<file path="src/rtl/dbg_uart_frame_rx.sv">
`default_nettype none
// ============================================================================
// Module      : dbg_uart_frame_rx
// Description : UART byte-stream command front-end for the debug module.
//               Collects 9-byte frames (cmd, addr[4] LE, data[4] LE), issues
//               them as a parallel request on the debug command port, waits
//               for completion or timeout, then returns a status byte and,
//               for successful reads, 4 result bytes (LE) to the UART TX.
// Revision    : 1.0 - initial release
// ----------------------------------------------------------------------------
// Parameters
//   RX_TIMEOUT   idle cycles between frame bytes before a partial frame is
//                discarded
//   DBG_TIMEOUT  max cycles a debug request may remain outstanding
// Ports
//   clk          clock
//   rstn_i       asynchronous active-low reset
//   rx_data_i    received byte            rx_valid_i   one-cycle byte strobe
//   tx_data_o    byte to transmit         tx_valid_o   held until accepted
//   tx_ready_i   transmitter accepts byte when high with tx_valid_o
//   dbg_cmd_o    command (8'h00 when not issuing)
//   dbg_addr_o   request address          dbg_data_o   request write data
//   dbg_data_i   result data              dbg_ready_i  request complete
//   rx_drop_o    pulse: received byte discarded
//   frame_err_o  pulse: partial frame discarded on inter-byte timeout
// ============================================================================
module dbg_uart_frame_rx #(
  parameter int RX_TIMEOUT  = 100000,
  parameter int DBG_TIMEOUT = 65536
) (
  input  logic        clk,
  input  logic        rstn_i,
  input  logic [7:0]  rx_data_i,
  input  logic        rx_valid_i,
  output logic [7:0]  tx_data_o,
  output logic        tx_valid_o,
  input  logic        tx_ready_i,
  output logic [7:0]  dbg_cmd_o,
  output logic [31:0] dbg_addr_o,
  output logic [31:0] dbg_data_o,
  input  logic [31:0] dbg_data_i,
  input  logic        dbg_ready_i,
  output logic        rx_drop_o,
  output logic        frame_err_o
);

  localparam int               RXT_W       = $clog2(RX_TIMEOUT + 1);
  localparam logic [RXT_W-1:0] RX_TMO_MAX  = RXT_W'(RX_TIMEOUT);
  localparam logic [31:0]      DBG_TMO_MAX = 32'(DBG_TIMEOUT);
  localparam logic [7:0]       ST_OK       = 8'hA5;
  localparam logic [7:0]       ST_BAD_CMD  = 8'hE0;
  localparam logic [7:0]       ST_DBG_TMO  = 8'hE1;

  typedef enum logic [2:0] {
    RX_CMD    = 3'd0,
    RX_ADDR   = 3'd1,
    RX_DATA   = 3'd2,
    CHECK     = 3'd3,
    ISSUE     = 3'd4,
    RESP_STAT = 3'd5,
    RESP_DATA = 3'd6
  } state_t;

  state_t state, state_next;

  logic [7:0]       cmd;
  logic [31:0]      addr;
  logic [31:0]      data;
  logic [31:0]      result;
  logic [7:0]       status;
  logic [1:0]       byte_cnt;
  logic [RXT_W-1:0] rx_timer;
  logic [31:0]      issue_cnt;

  logic rx_phase;
  logic busy_phase;
  logic rx_tmo_hit;
  logic rx_take;
  logic tx_fire;
  logic cmd_valid;
  logic cmd_is_read;
  logic dbg_done;
  logic dbg_tmo;

  function automatic logic [31:0] put_byte(input logic [31:0] w,
                                           input logic [1:0]  idx,
                                           input logic [7:0]  b);
    logic [31:0] r;
    r = w;
    case (idx)
      2'd0:    r[7:0]   = b;
      2'd1:    r[15:8]  = b;
      2'd2:    r[23:16] = b;
      default: r[31:24] = b;
    endcase
    return r;
  endfunction

  function automatic logic [7:0] get_byte(input logic [31:0] w,
                                          input logic [1:0]  idx);
    logic [7:0] r;
    case (idx)
      2'd0:    r = w[7:0];
      2'd1:    r = w[15:8];
      2'd2:    r = w[23:16];
      default: r = w[31:24];
    endcase
    return r;
  endfunction

  // --------------------------------------------------------------------------
  // State register
  // --------------------------------------------------------------------------
  always_ff @(posedge clk or negedge rstn_i) begin
    if (!rstn_i) begin
      state <= RX_CMD;
    end else begin
      state <= state_next;
    end
  end

  // --------------------------------------------------------------------------
  // Next-state and control strobes
  // --------------------------------------------------------------------------
  always_comb begin
    state_next  = state;
    rx_phase    = (state == RX_ADDR) || (state == RX_DATA);
    busy_phase  = (state == CHECK) || (state == ISSUE) ||
                  (state == RESP_STAT) || (state == RESP_DATA);
    // A byte arriving in the same cycle the timeout expires loses.
    rx_tmo_hit  = rx_phase && (rx_timer == RX_TMO_MAX);
    rx_take     = rx_valid_i && !rx_tmo_hit;
    tx_fire     = tx_valid_o && tx_ready_i;
    cmd_valid   = (cmd[7:3] == 5'd0) || (cmd == 8'h10) || (cmd == 8'h20);
    cmd_is_read = (cmd == 8'h01) || (cmd == 8'h10);
    // issue_cnt is 0 in the first ISSUE cycle, where dbg_ready_i still
    // reflects the previous request.
    dbg_done    = (state == ISSUE) && (issue_cnt != 32'd0) && dbg_ready_i;
    dbg_tmo     = (state == ISSUE) && !dbg_done && (issue_cnt == DBG_TMO_MAX);

    case (state)
      RX_CMD: begin
        if (rx_valid_i) state_next = RX_ADDR;
      end
      RX_ADDR: begin
        if (rx_tmo_hit)                          state_next = RX_CMD;
        else if (rx_take && (byte_cnt == 2'd3))  state_next = RX_DATA;
      end
      RX_DATA: begin
        if (rx_tmo_hit)                          state_next = RX_CMD;
        else if (rx_take && (byte_cnt == 2'd3))  state_next = CHECK;
      end
      CHECK: begin
        state_next = cmd_valid ? ISSUE : RESP_STAT;
      end
      ISSUE: begin
        if (dbg_done || dbg_tmo) state_next = RESP_STAT;
      end
      RESP_STAT: begin
        if (tx_fire) begin
          state_next = (cmd_is_read && (status == ST_OK)) ? RESP_DATA : RX_CMD;
        end
      end
      RESP_DATA: begin
        if (tx_fire && (byte_cnt == 2'd3)) state_next = RX_CMD;
      end
      default: state_next = RX_CMD;
    endcase
  end

  // --------------------------------------------------------------------------
  // Datapath and registered outputs
  // --------------------------------------------------------------------------
  always_ff @(posedge clk or negedge rstn_i) begin
    if (!rstn_i) begin
      cmd         <= 8'h00;
      addr        <= 32'd0;
      data        <= 32'd0;
      result      <= 32'd0;
      status      <= 8'h00;
      byte_cnt    <= 2'd0;
      rx_timer    <= '0;
      issue_cnt   <= 32'd0;
      tx_data_o   <= 8'h00;
      tx_valid_o  <= 1'b0;
      dbg_cmd_o   <= 8'h00;
      dbg_addr_o  <= 32'd0;
      dbg_data_o  <= 32'd0;
      rx_drop_o   <= 1'b0;
      frame_err_o <= 1'b0;
    end else begin
      frame_err_o <= rx_tmo_hit;
      rx_drop_o   <= rx_valid_i && (busy_phase || rx_tmo_hit);
      // Registered so the command appears exactly in the ISSUE cycles.
      dbg_cmd_o   <= (state_next == ISSUE) ? cmd : 8'h00;

      // Byte index is shared by frame collection and read-data return; it
      // restarts on every state change.
      if (state_next != state) begin
        byte_cnt <= 2'd0;
      end else if ((rx_phase && rx_take) || ((state == RESP_DATA) && tx_fire)) begin
        byte_cnt <= byte_cnt + 2'd1;
      end

      // Inter-byte timer: cleared by each accepted byte, saturating.
      if (rx_phase && !rx_tmo_hit) begin
        if (rx_valid_i) begin
          rx_timer <= '0;
        end else if (rx_timer != RX_TMO_MAX) begin
          rx_timer <= rx_timer + RXT_W'(1);
        end
      end else begin
        rx_timer <= '0;
      end

      case (state)
        RX_CMD: begin
          if (rx_valid_i) cmd <= rx_data_i;
        end
        RX_ADDR: begin
          if (rx_take) addr <= put_byte(addr, byte_cnt, rx_data_i);
        end
        RX_DATA: begin
          if (rx_take) data <= put_byte(data, byte_cnt, rx_data_i);
        end
        CHECK: begin
          result    <= 32'd0;
          issue_cnt <= 32'd0;
          if (cmd_valid) begin
            dbg_addr_o <= addr;
            dbg_data_o <= data;
          end else begin
            status     <= ST_BAD_CMD;
            tx_data_o  <= ST_BAD_CMD;
            tx_valid_o <= 1'b1;
          end
        end
        ISSUE: begin
          if (dbg_done) begin
            result     <= dbg_data_i;
            status     <= ST_OK;
            tx_data_o  <= ST_OK;
            tx_valid_o <= 1'b1;
          end else if (dbg_tmo) begin
            status     <= ST_DBG_TMO;
            tx_data_o  <= ST_DBG_TMO;
            tx_valid_o <= 1'b1;
          end else if (issue_cnt != 32'hFFFF_FFFF) begin
            issue_cnt <= issue_cnt + 32'd1;
          end
        end
        RESP_STAT: begin
          if (tx_fire) begin
            if (state_next == RESP_DATA) tx_data_o <= result[7:0];
            else                         tx_valid_o <= 1'b0;
          end
        end
        RESP_DATA: begin
          if (tx_fire) begin
            if (byte_cnt == 2'd3) tx_valid_o <= 1'b0;
            else                  tx_data_o  <= get_byte(result, byte_cnt + 2'd1);
          end
        end
        default: ;
      endcase
    end
  end

endmodule
`default_nettype wire

</file>
<file path="config.mk">
export PLATFORM = sky130hd
export DESIGN_NAME = dbg_uart_frame_rx
export DESIGN_NICKNAME = d
export VERILOG_FILES = /design/src/rtl/dbg_uart_frame_rx.sv
export SDC_FILE = /design/constraint.sdc
export NUM_CORES = 1
export LEC_CHECK = 0
export CORE_MARGIN = 5
export CORE_UTILIZATION = 60
export DETAILED_ROUTE_END_ITERATION = 8
export GPL_ROUTABILITY_DRIVEN = 1
export GPL_TIMING_DRIVEN = 0
export HOLD_SLACK_MARGIN = 0.02
export PLACE_DENSITY_LB_ADDON = 0.08
export REMOVE_ABC_BUFFERS = 1
export SLEW_MARGIN = 10
export SYNTH_ARGS = -nofsm -noshare
export SYNTH_HDL_FRONTEND = slang
export SYNTH_SLANG_ARGS = --single-unit
</file>
<file path="constraint.sdc">
create_clock -name clk -period 4.1 [get_ports clk]
set_input_delay 0.615 -clock clk [delete_from_list [all_inputs] [get_ports clk]]
set_output_delay 0.615 -clock clk [all_outputs]
set_load 0.05 [all_outputs]
</file>
==> metrics, run 1 <==
Critical Path End Type register; Pwr Total 7.489 mW; area grow syn2layout 21.19%; DP Worst Slack 0.5659 ns; count leader, synth dfrtp_1; Hold Slack 0.01526 ns; global placement routability congestion 0.7954; Mapped Cells 921; min Tclk post-route 3.527 ns; final slew viol count 0; total negative setup slack 0 ns; multiplexer area fraction after synthesis 15.48%; vias after detailed routing 7508; largest net degree at the start of global routing 113; fin crit share 86.02%; die width 144.9 um; final hold violations 0; DR iter-0 viols approximately 510; top post-synthesis cells by count 245 x dfrtp_1, 102 x nand2_1, 101 x mux2_1; first-pass GRT wire length about 38000 um; die area 20980 sq um; Synth async-reset ratio 100.0%; cell chain of the critical path nor3b_4, buf_8, and2_2, nand4_2, o211ai_4, o21ai_0, a21oi_1; number of max-cap violations 0; reg2reg path depth 7; Core Box Area 17960 sq um; Inserted Clock Buffers 25; PortBufs ~130; Slew HR a little under a quarter; placed cell area 12400 sq um; num ports 128; sequential fraction of the synthesis area 56.19%; grt ovf 0; post-synthesis compound-gate area fraction under 10%; Startpoint Class register; HP Class input port to asynchronous set/reset pin; Worst IR Drop VDD 0.0004982 V; Avg Vias per Cell 5.852; unique cell type count in the Yosys netlist 73; largest family of logic cells by synthesized area simple AND/OR/NAND/NOR gates; Die Y-Extent 144.9 um; DRC viols 0; dominant cells by area after synthesis dfrtp_1 56%, mux2_1 10%, mux2_2 4.2%; worst skew pair latency between 0.5 and 0.6 ns; antenna violations before repair 0; layout cells sized above 1 11.67%; grt peak-use layer met2; # setup viols final 0; Yosys top cell area share a little under three fifths; pwr dens between 500 and 600 nW/um^2; met1 GRT Util 31.95%; number of flops mapped to enable cells by yosys 0; worst-margin pin slew 1.154 ns; Pre-antenna DRT Iters 7; RSZ-0062 raised after global routing false; register bit total from synthesis 245; largest buffer count on any clock path 3; yosys warns 0; area leader, netlist dfrtp_1; setup slack, reg-to-reg 0.57 ns; Reg-to-Reg End issue_cnt[12]; clk sinks 245; DP Cell Count 1238; Rows 49; post-route ant nets 0; routing usage on met2 a little under two fifths; Design Area, Final ~13000 sq um; DR WL/cell 18.28 um; Initial Utilization 60.74%; grt met3 use ~3.7%; # H-tree levels 1; CTS tree built; multi-input logic area 4514 sq um; Worst-path clk slew 0.06 ns; vias in the first global route 7444; hold_buf cts 0; Syn Area/Cell 11.85 sq um; ys flop type dfrtp_1; Post-Synth Adder-Cell Area 1.353%; Root Buffer clkbuf_16; P_leak 6.202 nW; fin nets around 1100; area share of and/or/nand/nor cells after synthesis between 10% and 20%; Post-Route WL roughly 23000 um; Fin Clk Skew about 0.010 ns; post-route insts no fill around 1300; Antenna diodes 0; crit path max fanout 54; Required @ worst endpoint 4.55 ns; WS Path Type register to register; final core occ 73.62%; Overall Global Routing Usage about 23%; setup ws final 0.5731 ns; post-DP HPWL 15530 um; Critical R2R Launch state[2]; FILL cells between 1000 and 1500; register area 6131 sq um; CP max-delay cell o211ai_4; status complete, no violations; setup bufs post-CTS 0; mapped cell area approximately 11000 sq um; slowest stage delay, CP between 0.9 and 1 ns; Resize count post-CTS 0; xor/xnor share of the synthesized area 1.284%; Peak Freq 283.5 MHz; crit path DAT 3.98 ns
-- per-layer routing --
metal / share of wire (%) / vias up
met2: 48 / 225
met1: 44 / 3721
met5: 0 / -
met4: 2.3 / 0
met3: 6.3 / 37
li1: - / 3525
-- logic make-up after synthesis --
logic type / after synthesis
and+or+nand+nor: 328
DFF: 245
muxes: 151
AOI/OAI and AO/OA: 106
buffers and inverters: 63
xor gates and xnor gates: 16
adders and majority gates: 12
-- where the power goes --
group	leakage (nW)	internal (mW)	total, mW	switching (mW)
Clock	0.412	1.33	2.25	0.927
Combinational	2.50	0.743	1.89	1.15
Sequential	3.29	2.95	3.34	0.398
Total	6.20	5.02	7.49	2.47
-- layout make-up --
cell class                 instances  area share [%]
clock buffer                      34           5.289
clock inverter                    11          0.9083
tap                              229           2.167
multi-input combinational        613           34.14
sequential                       245           46.36
inverter                          19          0.5393
timing repair buffer             132           10.60
-- registers in the layout, indices dropped and copies added, names as in the netlist --
signal / count
status: 4
dbg_addr_o: 32
tx_data_o: 8
data: 32
rx_timer: 17
dbg_cmd_o: 8
cmd: 8
tx_valid_o: 1
byte_cnt: 2
issue_cnt: 32
dbg_data_o: 32
state: 3
frame_err_o: 1
rx_drop_o: 1
result: 32
addr: 32
-- worst max-delay path by stage --
stage / depth (start not counted) / endpoint / slack (ns) / start
2_1_floorplan: 6 / issue_cnt[14] / 0.26 / state[2]
3_3_place_gp: 1 / result[12] / -7.89 / rstn_i
3_5_place_dp: 7 / issue_cnt[23] / 0.57 / state[2]
4_1_cts: 7 / issue_cnt[23] / 0.58 / state[2]
5_1_grt: 7 / issue_cnt[23] / 0.27 / state[2]
6_report: 7 / issue_cnt[12] / 0.57 / state[2]
-- placed cells by master, fill, tap and decap left out, types with 4 or more instances in the layout --
master / n
inv_1: 19
nand2_1: 101
nand4_1: 14
clkbuf_8: 4
o31ai_1: 10
buf_16: 4
o211ai_1: 4
xnor2_1: 6
clkbuf_16: 25
dfrtp_1: 245
mux2_1: 101
or4_1: 9
clkbuf_1: 5
xor2_1: 10
nor3_1: 6
nand3_1: 59
nor2_1: 38
o21ai_1: 9
mux2i_1: 9
ha_1: 11
clkdlybuf4s50_1: 126
nand3_2: 10
a222oi_1: 7
clkinv_2: 8
mux2_2: 41
a21oi_1: 31
nor4_1: 7
and3_1: 10
or3_1: 16
o21ai_0: 21
and2_1: 16
-- worst max-delay path, delay by kind of cell, from the launching register on --
kind | cells | cell delay [ns]
flip-flops | 1 | 0.82
AO/OA/AOI/OAI | 3 | 1.35
buffers and inverters | 1 | 0.24
AND/OR/NAND/NOR | 3 | 1.01
No activity file was read; power rests on OpenSTA's default activity.
==> run 2, diff against run 1 <==
Settings changed: CTS_CLUSTER_SIZE set to 12.
==> run 2 against run 1 <==
  * Non-clock buffer count unchanged
  * Largest power group unchanged
  * Maximum frequency down 1.7%
  * Worst setup slack worse by 0.062 ns
  * Sequential power about the same
  * Clock power down 12%
==> metrics, run 2 (synthesized netlist as in run 1, its figures left out) <==
Post-Route WL 23090 um (was 23460 um); area grow syn2layout 20.12% (was 21.19%); vias in the first global route 7352 (was 7444); crit path DAT 4.01 ns (was 3.98 ns); Resize count post-CTS 0 (unchanged); hold_buf cts 0 (unchanged); DR WL/cell 18.11 um (was 18.28 um); antenna violations before repair 0 (unchanged); Initial Utilization 60.74% (unchanged); total negative setup slack 0 ns (unchanged); P_leak 6.135 nW (was 6.202 nW); die width 144.9 um (unchanged); first-pass GRT wire length 37580 um (was 38110 um); WS Path Type register to register (unchanged); Worst IR Drop VDD 0.0004446 V (was 0.0004982 V); setup slack, reg-to-reg 0.51 ns (was 0.57 ns); # setup viols final 0 (unchanged); CTS tree built (unchanged); Fin Clk Skew 0.01492 ns (was 0.01022 ns); Startpoint Class register (unchanged); grt ovf 0 (unchanged); fin crit share 87.54% (was 86.02%); post-route ant nets 0 (unchanged); Inserted Clock Buffers 25 (unchanged); Peak Freq 278.6 MHz (was 283.5 MHz); Critical Path End Type register (unchanged); layout cells sized above 1 10.80% (was 11.67%); worst-margin pin slew 1.146 ns (was 1.154 ns); post-DP HPWL 15530 um (unchanged); placed cell area 12400 sq um (unchanged); HP Class input port to asynchronous set/reset pin (unchanged); # H-tree levels 1 (unchanged); Die Y-Extent 144.9 um (unchanged); clk sinks 245 (unchanged); largest buffer count on any clock path 3 (unchanged); Pre-antenna DRT Iters 5 (was 7); Rows 49 (unchanged); status complete, no violations (unchanged); Antenna diodes 0 (unchanged); setup bufs post-CTS 0 (unchanged); Required @ worst endpoint 4.52 ns (was 4.55 ns); global placement routability congestion 0.7954 (unchanged); RSZ-0062 raised after global routing false (unchanged); largest net degree at the start of global routing 113 (unchanged); Design Area, Final 13110 sq um (was 13220 sq um); Hold Slack 0.03934 ns (was 0.01526 ns); commonest non-fill, non-tap cell in the layout dfrtp_1 (unchanged); Root Buffer clkbuf_16 (unchanged); DP Worst Slack 0.5659 ns (unchanged); Overall Global Routing Usage 22.14% (was 22.51%); vias after detailed routing 7451 (was 7508); num ports 128 (unchanged); Core Box Area 17960 sq um (unchanged); worst skew pair latency 0.50 ns (was 0.53 ns); DR iter-0 viols 472 (was 509); pwr dens 550.5 nW/um^2 (was 566.3 nW/um^2); die area 20980 sq um (unchanged); Worst-path clk slew 0.06 ns (about the same); Slew HR 23.25% (was 22.90%); PortBufs 127 (unchanged); most frequent cells in the layout 245 x dfrtp_1, 126 x clkdlybuf4s50_1, 101 x nand2_1, 101 x mux2_1, 59 x nand3_1 (unchanged); final slew viol count 0 (unchanged); crit path max fanout 54 (unchanged); setup ws final 0.5109 ns (was 0.5731 ns); final hold violations 0 (unchanged); Avg Vias per Cell 5.844 (was 5.852); DRC viols 0 (unchanged); number of max-cap violations 0 (unchanged); FILL cells 1288 (was 1267); fin nets 1092 (unchanged); min Tclk post-route 3.589 ns (was 3.527 ns)
## run 2: final timing paths
path	from	endpoint	depth (start not counted)
max	state[2]	issue_cnt[19]	7
min	rstn_i	dbg_data_o[6]	1
max reg2reg	state[2]	issue_cnt[19]	7
min reg2reg	result[20]	result[20]	2
max in group asynchronous	rstn_i	rx_timer[0]	3
min in group clk	result[20]	result[20]	2
## run 2: cell type report
| type | count | area, sq um | share of cell area (%) |
|---|---|---|---|
| flip-flops and latches | 245 | 6131 | 46.77 |
| inverters | 19 | 71.32 | 0.5441 |
| well taps | 229 | 286.5 | 2.186 |
| multi-input cells | 613 | 4514 | 34.44 |
| clock inverters | 2 | 10.01 | 0.07636 |
| repair buffers | 132 | 1401 | 10.69 |
| clock buffers | 35 | 693.2 | 5.288 |
## run 2: worst max-delay path, cell delays in order (launching register included)
cell and delay [ns]:
dfrtp_1 0.82, nor3b_4 0.71, buf_8 0.24, and2_2 0.16, nand4_2 0.15, o211ai_4 0.94
o21ai_0 0.28, a21oi_1 0.19
## run 2: metal layers
layer / wire, um / share of wire, % / global-route usage, %
met3: 1488 / 6.4 / 4.141
met1: 10190 / 44 / 31.04
met4: 164 / 0.71 / 3.780
met2: 11250 / 49 / 36.99
met5: 0 / 0 / 0
## run 2: power breakdown
group / internal (mW) / switching, mW / leakage [nW]
clock network: 1.16 / 0.836 / 0.346
registers: 2.95 / 0.390 / 3.29
logic: 0.743 / 1.14 / 2.50
## run 2: through the flow
step | cells | total power, mW | util, %
after floorplan | 877 | 4.553 | -
after global placement | 1233 | 5.160 | 68.25
after detailed placement | 1238 | 5.268 | 69.05
after CTS | 1275 | 7.282 | 72.97
after global routing | 1275 | 7.606 | 72.97
final | 1275 | 7.216 | 72.97
==> run 3, diff against run 2 <==
Settings changed: CORE_UTILIZATION 60 to 56, RECOVER_POWER set to 25.
Clock period 4.1 ns to 3.4 ns, I/O delays scaled along.
==> run 3 against run 2 <==
  * The run now ends with max-capacitance violations, max-slew violations left
  * Clock power rose by 41%
  * Clock skew fell by 0.0054 ns
  * Non-clock buffer count rose by 2
  * First-iteration DRC count fell by 29%
  * Sequential cell count did not move
  * Total power rose by 26%
  * Largest power group unchanged
==> metrics, run 3 (synthesized netlist as in run 1, its figures left out) <==
status finished with violations (was complete, no violations); failing checks max-capacitance violations, max-slew violations; Critical Path End Type register (unchanged); P_leak 6.208 nW (was 6.135 nW); worst skew pair latency 0.52 ns (was 0.50 ns); die width 149.6 um (was 144.9 um); FILL cells 1475 (was 1288); Avg Vias per Cell 5.745 (was 5.844); commonest non-fill, non-tap cell in the layout dfrtp_1 (unchanged); DP Cell Count 1274 (was 1238); RSZ-0062 raised after global routing false (unchanged); Required @ worst endpoint 3.84 ns (was 4.52 ns); most frequent cells in the layout 245 x dfrtp_1, 126 x clkdlybuf4s50_1, 101 x mux2_1 (was 245 x dfrtp_1, 126 x clkdlybuf4s50_1, 101 x nand2_1, 101 x mux2_1, 59 x nand3_1); global placement routability congestion 0.8056 (was 0.7954); DR WL/cell 17.85 um (was 18.11 um); placed cell area 12430 sq um (was 12400 sq um); Crit path depth 6 (was 7); PortBufs 127 (unchanged); setup ws final 0.2631 ns (was 0.5109 ns); final hold violations 0 (unchanged); fin crit share 92.26% (was 87.54%); cell chain of the critical path nor2b_1, nand2_1, a21oi_1, a311oi_1, nor4_2, and2_1 (was nor3b_4, buf_8, and2_2, nand4_2, o211ai_4, o21ai_0, a21oi_1); # H-tree levels 1 (unchanged); fin nets 1096 (was 1092); Reg-to-Reg End dbg_cmd_o[1] (was issue_cnt[19]); largest net degree at the start of global routing 112 (was 113); Rows 51 (was 49); reg2reg path depth 6 (was 7); crit path DAT 3.58 ns (was 4.01 ns); pwr dens 683.5 nW/um^2 (was 550.5 nW/um^2); Slew HR -49.79% (was 23.25%); Peak Freq 318.8 MHz (was 278.6 MHz); vias in the first global route 7591 (was 7352); Initial Utilization 56.44% (was 60.74%); crit path max fanout 12 (was 54); Antenna diodes 0 (unchanged); post-route insts no fill 1316 (was 1275); area grow syn2layout 21.96% (was 20.12%); first-pass GRT wire length 39220 um (was 37580 um); Die Y-Extent 149.6 um (was 144.9 um); CP max-delay cell nor2b_1 (was o211ai_4); hold depth 2; total negative setup slack 0 ns (unchanged); Core Box Area 19330 sq um (was 17960 sq um); Critical R2R Launch state[0] (was state[2]); Worst-path clk slew 0.06 ns (about the same); CTS tree built (unchanged); worst-margin pin slew 2.247 ns (was 1.146 ns); multi-input logic area 4538 sq um (was 4514 sq um); Startpoint Class register (unchanged); setup slack, reg-to-reg 0.26 ns (was 0.51 ns); slowest stage delay, CP 0.84 ns (was 0.94 ns); Hold Slack 0.4680 ns (was 0.03934 ns); num ports 128 (unchanged); post-DP HPWL 15630 um (was 15530 um); DP Worst Slack -0.1656 ns (was 0.5659 ns); antenna violations before repair 0 (unchanged); min Tclk post-route 3.137 ns (was 3.589 ns); Fin Clk Skew 0.009478 ns (was 0.01492 ns); Post-Route WL 23490 um (was 23090 um); WP buf/inv 0 (was 1); WS Path Type register to register (unchanged); Worst IR Drop VDD 0.0004011 V (was 0.0004446 V); register area 6131 sq um (unchanged); layout cells sized above 1 11.61% (was 10.80%); Overall Global Routing Usage 21.45% (was 22.14%); grt ovf 0 (unchanged); vias after detailed routing 7560 (was 7451); DRC viols 0 (unchanged); Inserted Clock Buffers 26 (was 25); die area 22380 sq um (was 20980 sq um); clk sinks 245 (unchanged); # setup viols final 0 (unchanged); worst setup path endpoint dbg_cmd_o[1] (was issue_cnt[19]); Top delay family on crit path simple AND/OR/NAND/NOR gates (was compound AO/OA/AOI/OAI gates); Design Area, Final 13310 sq um (was 13110 sq um); Worst Setup SP state[0] (was state[2]); Pre-antenna DRT Iters 5 (unchanged); DR iter-0 viols 337 (was 472); post-route ant nets 0 (unchanged); final slew viol count 37 (was 0); HP Class register to register (was input port to asynchronous set/reset pin); Root Buffer clkbuf_16 (unchanged); largest buffer count on any clock path 3 (unchanged); number of max-cap violations 1 (was 0)
## run 3: cell types whose count changed in the layout (fill, tap and decap cells not counted), moves of 2 or more
cell / before / now
buf_16: 4 / 2
clkbuf_16: 25 / 27
clkbuf_1: 7 / 3
clkinv_2: 2 / 0
clkbuf_8: 3 / 7
bufinv_16: 0 / 2
## run 3: repair_timing
action | CTS | global route
setup endpoints to repair | 60 | 28
setup buffers | 0 | 1
pin swaps | 1 | 0
cloned | 1 | 0
endpoints found under the hold margin | 36 | 0
gates resized for setup | 2 | 0
hold buffers | 1 | 0
## run 3: metrics by stage
step | util [%] | power (mW)
floorplan | - | 5.491
global placement | 63.64 | 6.235
detailed placement | 64.29 | 6.343
CTS | 68.85 | 9.184
global route | 68.83 | 9.576
finish | 68.83 | 9.096
## run 3: tightest hold or removal path, cell delays in order, from the launching register on
cell and delay (ns):
dfrtp_1 0.34, nand2_1 0.05, nand2_1 0.05
## run 3: layout make-up
type	count	area share [%]
Clock inverter	3	0.5171
Tap cell	265	2.492
Sequential cell	245	46.07
Timing Repair Buffer	134	10.43
Inverter	19	0.5359
Clock buffer	36	5.857
Multi-Input combinational cell	614	34.10
## run 3: how the worst min path moves through the flow
stage / slack, ns / endpoint / from
4_1_cts: 0.46 / dbg_data_o[7] / rstn_i
6_report: 0.47 / result[11] / result[11]
5_1_grt: 0.49 / result[11] / result[11]
3_5_place_dp: 0.41 / dbg_data_o[7] / rstn_i
2_1_floorplan: 0.21 / addr[0] / rstn_i
3_3_place_gp: 0.45 / status[5] / status[5]
## run 3: where the power goes
part	switching (mW)	leakage [nW]	total, mW	internal (mW)
Clock	1.08	0.418	2.81	1.72
Sequential	0.463	3.29	4.02	3.55
Combinational	1.38	2.50	2.27	0.895
Total	2.92	6.21	9.10	6.17
## run 3: routing by layer
layer | track usage [%] | wire length, um | up-vias
met2 | 35.75 | 11410 | 188
met5 | 0 | 0 | -
met4 | 3.799 | 242 | 0
met3 | 4.058 | 1422 | 23
met1 | 30.05 | 10420 | 3805
li1 | - | - | 3544
